**config.mk**
```make
export PLATFORM = sky130hd
export DESIGN_NAME = mem_req_bridge
export DESIGN_NICKNAME = d
export VERILOG_FILES = /design/src/rtl/mem_pkg.sv /design/src/rtl/mem_req_bridge_fifo.sv /design/src/rtl/mem_req_bridge.sv
export SDC_FILE = /design/constraint.sdc
export NUM_CORES = 1
export LEC_CHECK = 0
export BUFFER_PORTS_ARGS = -buffer_cell sky130_fd_sc_hd__buf_2
export CELL_PAD_IN_SITES_DETAIL_PLACEMENT = 0
export CELL_PAD_IN_SITES_GLOBAL_PLACEMENT = 1
export CORE_UTILIZATION = 50
export DETAILED_ROUTE_END_ITERATION = 7
export PLACE_DENSITY = 0.81
export SLEW_MARGIN = 20
export SYNTH_ARGS = -nofsm -noshare
export SYNTH_HDL_FRONTEND = slang
export SYNTH_HIERARCHICAL = 1
export SYNTH_SLANG_ARGS = --single-unit
```
**constraint.sdc**
```tcl
create_clock -name clk -period 5.8 [get_ports clk]
set_clock_uncertainty 0.05 [all_clocks]
set_input_delay 0 -clock clk [delete_from_list [all_inputs] [get_ports clk]]
set_output_delay 0 -clock clk [all_outputs]
set_load 0.02 [all_outputs]
```
**src/rtl/mem_pkg.sv**
```systemverilog
// Shared types for the CPU-side SDRAM request path: bridge FSM states,
// SDRAM address width and the posted-write queue entry layout.
package mem_pkg;

  localparam int WORD_WIDTH = 16;
  localparam int SDRAM_AW   = 25;

  typedef enum logic [1:0] {
    IDLE     = 2'd0,
    WR_DRAIN = 2'd1,
    RD_ISSUE = 2'd2,
    RD_WAIT  = 2'd3
  } bridge_state_t;

  typedef struct packed {
    logic [SDRAM_AW-1:0]   addr;
    logic [WORD_WIDTH-1:0] data;
  } mem_wr_t;

endpackage

```
**src/rtl/mem_req_bridge_fifo.sv**
```systemverilog
// Single-clock FIFO used as the posted-write queue. Head is read straight
// from storage (no push-to-pop bypass); push while full is legal with a pop.
module sync_fifo #(
  parameter int WIDTH = 8,
  parameter int DEPTH = 4
) (
  input  logic                   clk,
  input  logic                   rst,
  input  logic                   push,
  input  logic [WIDTH-1:0]       din,
  input  logic                   pop,
  output logic [WIDTH-1:0]       dout,
  output logic                   full,
  output logic                   empty,
  output logic [$clog2(DEPTH):0] count
);

  localparam int PW = $clog2(DEPTH);
  localparam int CW = PW + 1;

  if (DEPTH < 2 || (DEPTH & (DEPTH - 1)) != 0) begin : g_depth_check
    $error("sync_fifo DEPTH must be a power of two and at least 2");
  end

  logic [WIDTH-1:0] mem [DEPTH];
  logic [PW-1:0]    wr_ptr;
  logic [PW-1:0]    rd_ptr;
  logic             do_push;
  logic             do_pop;

  assign full    = (count == CW'(DEPTH));
  assign empty   = (count == '0);
  assign do_pop  = pop && !empty;
  // When full, the slot being written is the head being popped this cycle.
  assign do_push = push && (!full || do_pop);
  assign dout    = mem[rd_ptr];

  always_ff @(posedge clk) begin
    if (do_push) begin
      mem[wr_ptr] <= din;
    end
  end

  always_ff @(posedge clk) begin
    if (!rst) begin
      wr_ptr <= '0;
      rd_ptr <= '0;
      count  <= '0;
    end else begin
      if (do_push) begin
        wr_ptr <= wr_ptr + PW'(1);
      end
      if (do_pop) begin
        rd_ptr <= rd_ptr + PW'(1);
      end
      case ({do_push, do_pop})
        2'b10:   count <= count + CW'(1);
        2'b01:   count <= count - CW'(1);
        default: count <= count;
      endcase
    end
  end

endmodule

```
**src/rtl/mem_req_bridge.sv**
```systemverilog
// CPU load/store front end for the SDRAM controller: posts stores into a
// small queue, orders loads behind them and stalls the core until load data returns.
module mem_req_bridge
  import mem_pkg::*;
#(
  parameter int CPU_AW     = 16,
  parameter int WQ_DEPTH   = 4,
  parameter int RD_TIMEOUT = 255
) (
  input  logic                  clk,
  input  logic                  rst,
  input  logic                  cpu_req,
  input  logic                  cpu_we,
  input  logic [CPU_AW-1:0]     cpu_addr,
  input  logic [WORD_WIDTH-1:0] cpu_wdata,
  output logic                  cpu_stall,
  output logic [WORD_WIDTH-1:0] cpu_rdata,
  output logic                  cpu_rvalid,
  input  logic                  mc_init_done,
  output logic                  mc_req,
  output logic                  mc_we,
  output logic [SDRAM_AW-1:0]   mc_addr,
  output logic [WORD_WIDTH-1:0] mc_wdata,
  input  logic                  mc_ready,
  input  logic                  mc_rvalid,
  input  logic [WORD_WIDTH-1:0] mc_rdata,
  output logic                  rd_err,
  output bridge_state_t         state
);

  localparam int CNT_W = $clog2(WQ_DEPTH) + 1;
  localparam int TMO_W = (RD_TIMEOUT > 1) ? $clog2(RD_TIMEOUT) : 1;
  localparam logic [TMO_W-1:0] TMO_LAST = TMO_W'(RD_TIMEOUT - 1);

  if (CPU_AW > SDRAM_AW || CPU_AW < 1) begin : g_aw_check
    $error("CPU_AW must be between 1 and SDRAM_AW");
  end

  bridge_state_t       state_n;
  mem_wr_t             wq_din;
  mem_wr_t             wq_head;
  logic                wq_push;
  logic                wq_pop;
  logic                wq_full;
  logic                wq_empty;
  logic [CNT_W-1:0]    wq_count;
  logic                last_pop;
  logic                wr_present;
  logic                rd_present;
  logic                req_held;
  logic                accept_rd;
  logic                tmo_hit;
  logic [SDRAM_AW-1:0] rd_addr;
  logic [TMO_W-1:0]    tmo_cnt;

  sync_fifo #(
    .WIDTH ($bits(mem_wr_t)),
    .DEPTH (WQ_DEPTH)
  ) u_wq (
    .clk   (clk),
    .rst   (rst),
    .push  (wq_push),
    .din   (wq_din),
    .pop   (wq_pop),
    .dout  (wq_head),
    .full  (wq_full),
    .empty (wq_empty),
    .count (wq_count)
  );

  // Controller handshake: mc_req is valid, mc_ready is ready; a beat moves on a
  // clock edge where both are 1, and mc_* stay unchanged while valid waits on ready.
  assign wr_present = (state == IDLE || state == WR_DRAIN) && !wq_empty;
  assign rd_present = (state == RD_ISSUE);
  assign mc_req     = rst && (mc_init_done || req_held) && (wr_present || rd_present);
  assign mc_we      = mc_req && wr_present;
  assign mc_addr    = !mc_req ? '0 : (rd_present ? rd_addr : wq_head.addr);
  assign mc_wdata   = mc_we ? wq_head.data : '0;

  assign wq_pop   = mc_we && mc_ready;
  assign last_pop = wq_pop && (wq_count == CNT_W'(1));

  // A full queue still takes a store when its head leaves in the same cycle.
  assign cpu_stall = !rst || !mc_init_done || (state != IDLE) ||
                     (cpu_req && cpu_we && wq_full && !wq_pop);

  assign wq_din    = {SDRAM_AW'(cpu_addr), cpu_wdata};
  assign wq_push   = cpu_req && cpu_we && !cpu_stall;
  assign accept_rd = cpu_req && !cpu_we && !cpu_stall;

  assign tmo_hit = (RD_TIMEOUT != 0) && (state == RD_WAIT) && !mc_rvalid &&
                   (tmo_cnt == TMO_LAST);

  always_ff @(posedge clk) begin
    if (!rst) begin
      state <= IDLE;
    end else begin
      state <= state_n;
    end
  end

  always_comb begin
    state_n = state;
    unique case (state)
      IDLE: begin
        if (accept_rd) begin
          state_n = (wq_empty || last_pop) ? RD_ISSUE : WR_DRAIN;
        end
      end
      WR_DRAIN: begin
        if (wq_empty || last_pop) begin
          state_n = RD_ISSUE;
        end
      end
      RD_ISSUE: begin
        if (mc_req && mc_ready) begin
          state_n = RD_WAIT;
        end
      end
      RD_WAIT: begin
        if (mc_rvalid || tmo_hit) begin
          state_n = IDLE;
        end
      end
      default: state_n = IDLE;
    endcase
  end

  always_ff @(posedge clk) begin
    if (!rst) begin
      req_held   <= 1'b0;
      rd_addr    <= '0;
      tmo_cnt    <= '0;
      cpu_rdata  <= '0;
      cpu_rvalid <= 1'b0;
      rd_err     <= 1'b0;
    end else begin
      req_held   <= mc_req && !mc_ready;
      cpu_rvalid <= 1'b0;
      if (accept_rd) begin
        rd_addr <= SDRAM_AW'(cpu_addr);
      end
      if (state == RD_ISSUE) begin
        tmo_cnt <= '0;
      end else if (state == RD_WAIT) begin
        tmo_cnt <= tmo_cnt + TMO_W'(1);
      end
      if (state == RD_WAIT) begin
        if (mc_rvalid) begin
          cpu_rdata  <= mc_rdata;
          cpu_rvalid <= 1'b1;
        end else if (tmo_hit) begin
          cpu_rdata  <= '0;
          cpu_rvalid <= 1'b1;
          rd_err     <= 1'b1;
        end
      end
    end
  end

endmodule

```
[After elaboration in Yosys (flattened, before gate mapping)]
Memory sizes are Yosys's and may differ from the RTL's. A register that Yosys moved wholly into a read port is not among the register bits.
Cells that the tools add are included.
Word-level totals
  memory bits (writable): 128
  bits of input ports: 55
  memories kept: 1
  bits in registers: 52
  word-level logic and storage cells: 94
  output and inout bits: 64
Memory list
  u_wq.mem: words 4, width 32, read ports 1, clocked after Yosys merged registers in 1, wr ports 1, RTL line mem_req_bridge_fifo.sv:25  | logic [WIDTH-1:0] mem [DEPTH];
Operators by class
  bitwise operators: 2
  mux-type cells: 18
  reduce and logical (&&, ||, !) cells: 46
  $add $sub $neg: 5
  equality and inequality tests: 12
Operators by type and width (count)
  $mux 25: 2
  $mux 16: 3
  $logic_and 1x1->1: 18
  $mux 2: 7
  $logic_not 1->1: 9
  $logic_or 1x1->1: 9
  $add 8x1->8 const B: 1
  $eq 8x8->1 const B: 1
  $pmux 2 s4: 1
  $eq 2x2->1 const B: 3
  $ne 2x1->1 const B: 3
  $pmux 3 s2: 1
  $reduce_bool 2->1: 3
  $add 2x1->2 const B: 2
  $eq 2x1->1 const B: 2
  $mux 1: 4
  $reduce_and 2->1: 2
  $reduce_and 4->1: 1
  $add 3x1->3 const B: 1
  $eq 3x1->1 const B: 1
  $eq 3x3->1 const B: 1
  $logic_not 3->1: 1
  $reduce_and 3->1: 1
  $sub 3x1->3 const B: 1
  4 further kinds: 5

[Logic depth before layout (Yosys ltp)]
  depth after elaboration: 15
  depth in mapped cells: 11
  depth with buffers taken out: 10

[Hierarchy]
The synthesis kept the hierarchy.
By module, submodules not included
  sync_fifo: sequential area each 5104.9 µm², times used 1, area each 6465.0 µm², cells an instance 275
  mem_req_bridge: sequential area each 900.9 µm², times used 1, area each 2259.7 µm², cells an instance 291

[Worst setup path after synthesis]
No wires, ideal clock.
  kind: register to register
  start point: reg u_wq.count[1]
  end point: mem u_wq/mem[0][0] (netlist bit), enable pin
  buffers on the path: 1
  data arrival time: 2856 ps
  library setup time: 402 ps
  setup slack: 2492 ps
  stages on the path, launching flop included: 8
  period minus slack after synthesis: 3308 ps
  required time: 5348 ps
  cells stage by stage: dfxtp_1 -> nor3_1 -> nor3b_1 -> nand2_1 -> a211oi_1 -> buf_2 -> nor2b_2 -> and2_1
Between the ends
  cells in the longest elaborated chain, start to end: 15
  elaborated cells on any way between the ends: 20
  those cells by class: eq/ne (1); mux (2); reduce/logical (17)
RTL lines
  start: declaration: RTL line mem_req_bridge_fifo.sv:15  | output logic [$clog2(DEPTH):0] count
  start signal: assignment: RTL line mem_req_bridge_fifo.sv:57  | 2'b10: count <= count + CW'(1);
  start signal: assignment: RTL line mem_req_bridge_fifo.sv:58  | 2'b01: count <= count - CW'(1);
  start signal: assignment: RTL line mem_req_bridge_fifo.sv:59  | default: count <= count;
  $logic_not 3->1 *: RTL line mem_req_bridge_fifo.sv:32  | assign empty = (count == '0);
  named net wq_empty: RTL line mem_req_bridge.sv:45  | logic wq_empty;
  $logic_not 1->1 *: RTL line mem_req_bridge.sv:73  | assign wr_present = (state == IDLE || state == WR_DRAIN) && !wq_empty;
  $logic_and 1x1->1 *: RTL line mem_req_bridge.sv:73
  $logic_or 1x1->1: RTL line mem_req_bridge.sv:75  | assign mc_req = rst && (mc_init_done || req_held) && (wr_present || rd_present);
  $logic_and 1x1->1: RTL line mem_req_bridge.sv:75
  $logic_and 1x1->1 *: RTL line mem_req_bridge.sv:76  | assign mc_we = mc_req && wr_present;
  $logic_and 1x1->1 *: RTL line mem_req_bridge.sv:80  | assign wq_pop = mc_we && mc_ready;
  $logic_not 1->1 *: RTL line mem_req_bridge.sv:85  | (cpu_req && cpu_we && wq_full && !wq_pop);
  $logic_and 1x1->1 *: RTL line mem_req_bridge.sv:85
  $logic_or 1x1->1 *: RTL line mem_req_bridge.sv:84  | assign cpu_stall = !rst || !mc_init_done || (state != IDLE) ||
  $logic_not 1->1 *: RTL line mem_req_bridge.sv:88  | assign wq_push = cpu_req && cpu_we && !cpu_stall;
  $logic_and 1x1->1 *: RTL line mem_req_bridge.sv:88
  named net wq_push: RTL line mem_req_bridge.sv:42  | logic wq_push;
  $logic_and 1x1->1 *: RTL line mem_req_bridge_fifo.sv:35  | assign do_push = push && (!full || do_pop);
  $mux 1 *: RTL line mem_req_bridge_fifo.sv:39  | if (do_push) begin
  $mux 1 (not written as such) *: RTL line mem_req_bridge_fifo.sv:40  | mem[wr_ptr] <= din;
  end: declaration: RTL line mem_req_bridge_fifo.sv:25
The timed path passes the listed nets; every way through them passes the cells marked *.

[Worst setup path after layout]
  start point: reg u_wq.count[0]
  end point: mem u_wq/mem[3][29] (netlist bit), enable pin
The elaborated chain is that of the path after synthesis.

==> flow_summary_export.csv <==
group,metric,value,unit
place,globalplace.congestion,0.8214,
setup_path,slowest_delay,0.85,ns
grt,track_usage,19.49,%
grt,grt_pass1_wl,27.09,mm
setup_path,crit_fanout,41,
synth,ys_ff_latch,218,
setup_path,crit_chain,"nor3_1, nor3b_2, nand2_1, a211oi_1, nor2b_2, and2_4",
setup_path,cp.arrival,4.17,ns
floorplanning,die_h,134.1,µm
timing,final-max-slew-violation-count,0,
floorplanning,start_util,51.87,%
timing,rsz0062_at_grt,"false",
detailed_routing,drtIter0Drc,289,
finish,multi_input_area,0.002689,mm²
clocking,clk_latency,0.51,ns
timing,tightest_slew,1.053,ns
synth,synthArstFlopShare,0,%
clocking,clk_path_buf_depth,3,
synth,synth_ff_type,"edfxtp_1",
outcome,status,"completed",
clocking,cts_buffers,24,
setup_path,crit_family,"simple AND/OR/NAND/NOR gates",
grt,grt-ovfl-total,0,
timing,final-setup-viol-count,0,
place,dpl.hpwl,10.15,mm
timing,finalSetupTns,0,ns
finish,antennaDiodeCount,0,
synth,synth.distinct_cells,49,
clocking,cts_tree,"yes",
floorplanning,coreArea,0.01682,mm²
floorplanning,pin_count,119,
detailed_routing,vias_per_cell,5.194,
floorplanning,rows,47,
setup_path,reg2reg_slack,1.73,ns
synth,synth_edf_count,164,
flow_run,drv_cap,0,
synth,syn-mean-instance-area,15.41,µm²
finish,regArea,0.006013,mm²
setup_path,worstSetupEndpointType,"flop",
grt,grt_max_degree,42,
setup_path,path_class,"flop to flop",
clocking,h-tree-depth,1,
finish,n_fill_cell,1289,
timing,post-route-min-period,4.071,ns
power_and_ir_drop,leakagePower,3.934,nW
finish,instances_no_fill,1007,
synth,synth-seq-area-share,68.84,%
detailed_routing,wl_per_cell,16.93,µm
detailed_routing,first_pass_iters,5,
power_and_ir_drop,irDropWorstVdd,0.2604,mV
setup_path,critPathLaunchType,"flop",
synth,syn_inst,566,
timing,hold_viol,0,
floorplanning,die_w,134.1,µm
synth,synth_area,0.008725,mm²
detailed_routing,route.detailed.drc,0,
clocking,cts.sinks,218,
power_and_ir_drop,p_per_area,313.6,mW/mm²
finish,final_cell_mix,"edfxtp_1 (164), buf_2 (118), nand2_1 (61)",
synth,yosysWarnings,6,
place,place_inst,914,
place,port_buffers,118,
timing,fin_ws,1.729,ns
finish,fin_nets,838,
finish,drive_gt1_share,26.05,%
clocking,clk_pin_slew_worst_paths,0.06,ns
detailed_routing,num_vias,5230,
place,place_ws,1.346,ns
setup_path,worstPathRequired,5.89,ns
min_path,hold_class,"input pin to flop",
detailed_routing,final_antenna_net_count,0,
clocking,cts_setup_buffers,0,
detailed_routing,wl,17.05,mm
setup_path,critPathBufInv,0,
finish,utilization,64.74,%
floorplanning,die_area,0.01798,mm²
timing,slew_headroom,29.34,%
timing,fin_crit_sh,70.19,%
finish,syn2layout_area_growth,24.81,%
grt,antenna_found_initial,0,
grt,grt_pass1_vias,5399,
setup_path,slowest_stage,"a211oi_1",
clocking,cts_root_buf,"clkbuf_16",
timing,max_clock_freq,0.2456,GHz
finish,final_common_cell,"edfxtp_1",
timing repair:
item | 4_1_cts | 5_1_grt
setup endpoints to repair | 0 | 0
resized for setup | 0 | 0
hold endpoints to repair | 174 | 0
hold buffers | 52 | 0
state kept, by name (all words and copies together) (netlist names), named ones only:
| name | count |
|---|---|
| tmo_cnt | 8 |
| u_wq/count | 3 |
| u_wq/rd_ptr | 2 |
| rd_err | 1 |
| cpu_rvalid | 1 |
| cpu_rdata | 16 |
| rd_addr | 16 |
| req_held | 1 |
| state | 2 |
| u_wq/mem | 164 |
| u_wq/wr_ptr | 2 |
synthesized netlist by cell type (4+ instances only):
master    instances  area share (%)
buf_4             4            0.34
xor2_1            7            0.70
and2_1           35             2.5
mux2i_1          20             2.3
dfxtp_1          54              12
a21oi_1          36             2.1
a211oi_1          5            0.43
nor2_1           29             1.2
nor3_1            4            0.23
inv_1            13            0.56
clkbuf_1         14            0.60
nand4_1           4            0.29
mux4_2           41              11
buf_2             7            0.40
nand2_1          61             2.6
edfxtp_1        164              56
o21ai_0          20             1.1
ha_1             10             1.4
final timing paths:
check / start / cells past startpoint / to
setup / recovery: u_wq/count[0] / 6 / u_wq/mem[3][29]
setup reg to reg: u_wq/count[0] / 6 / u_wq/mem[3][29]
hold reg to reg: rd_addr[0] / 2 / rd_addr[0]
hold / removal: cpu_req / 6 / u_wq/count[2]
per-stage QoR:
stage,hold WS (ns),power (mW),cell area (µm²)
2_1_floorplan,0.02238,1.930,8856
3_3_place_gp,0.1614,2.013,9624
3_5_place_dp,0.1665,2.025,9624
4_1_cts,0.05681,3.446,10880
5_1_grt,0.08969,3.544,10890
6_report,0.08104,3.415,10890
area by class of cell:
class / count / share of cell area (%)
clock inverters: 9 / 0.8503
clock buffers: 32 / 5.883
repair buffers: 172 / 10.34
flip-flops and latches: 218 / 55.22
well taps: 220 / 2.528
inverters: 14 / 0.4826
multi-input cells: 342 / 24.69
power breakdown:
| part | internal (mW) | switching, mW |
|---|---|---|
| sequential | 1.70 | 0.0170 |
| clock | 0.821 | 0.575 |
| combinational | 0.128 | 0.171 |
worst min-delay path, delay by kind of cell:
family | cells | cell delay, ns
muxes | 1 | 0.11
and+or+nand+nor | 2 | 0.18
buffers and inverters | 1 | 0.12
AOI/OAI and AO/OA | 2 | 0.19
per-layer routing:
layer,vias up,part of all wire [%],GRT usage (%)
li1,2495,-,-
met1,2539,40,23.64
met2,164,52,35.12
met3,32,6.3,3.968
met4,0,2.4,5.680
met5,-,0,0
kinds of logic (layout without fill, tap and decap cells):
family          count (synthesis)  count (layout)  share of synthesized area [%]
compound gates                 74              74                          5.005
xor+xnor                       10              10                          1.004
fa+ha+maj                      11              11                          1.664
buf+inv                        41             227                          2.122
flops                         218             218                          68.84
mux                            61              61                          12.88
other cells                     1              36                        0.04298
simple gates                  150             150                          8.447
No activity file was read; power rests on OpenSTA's default activity.
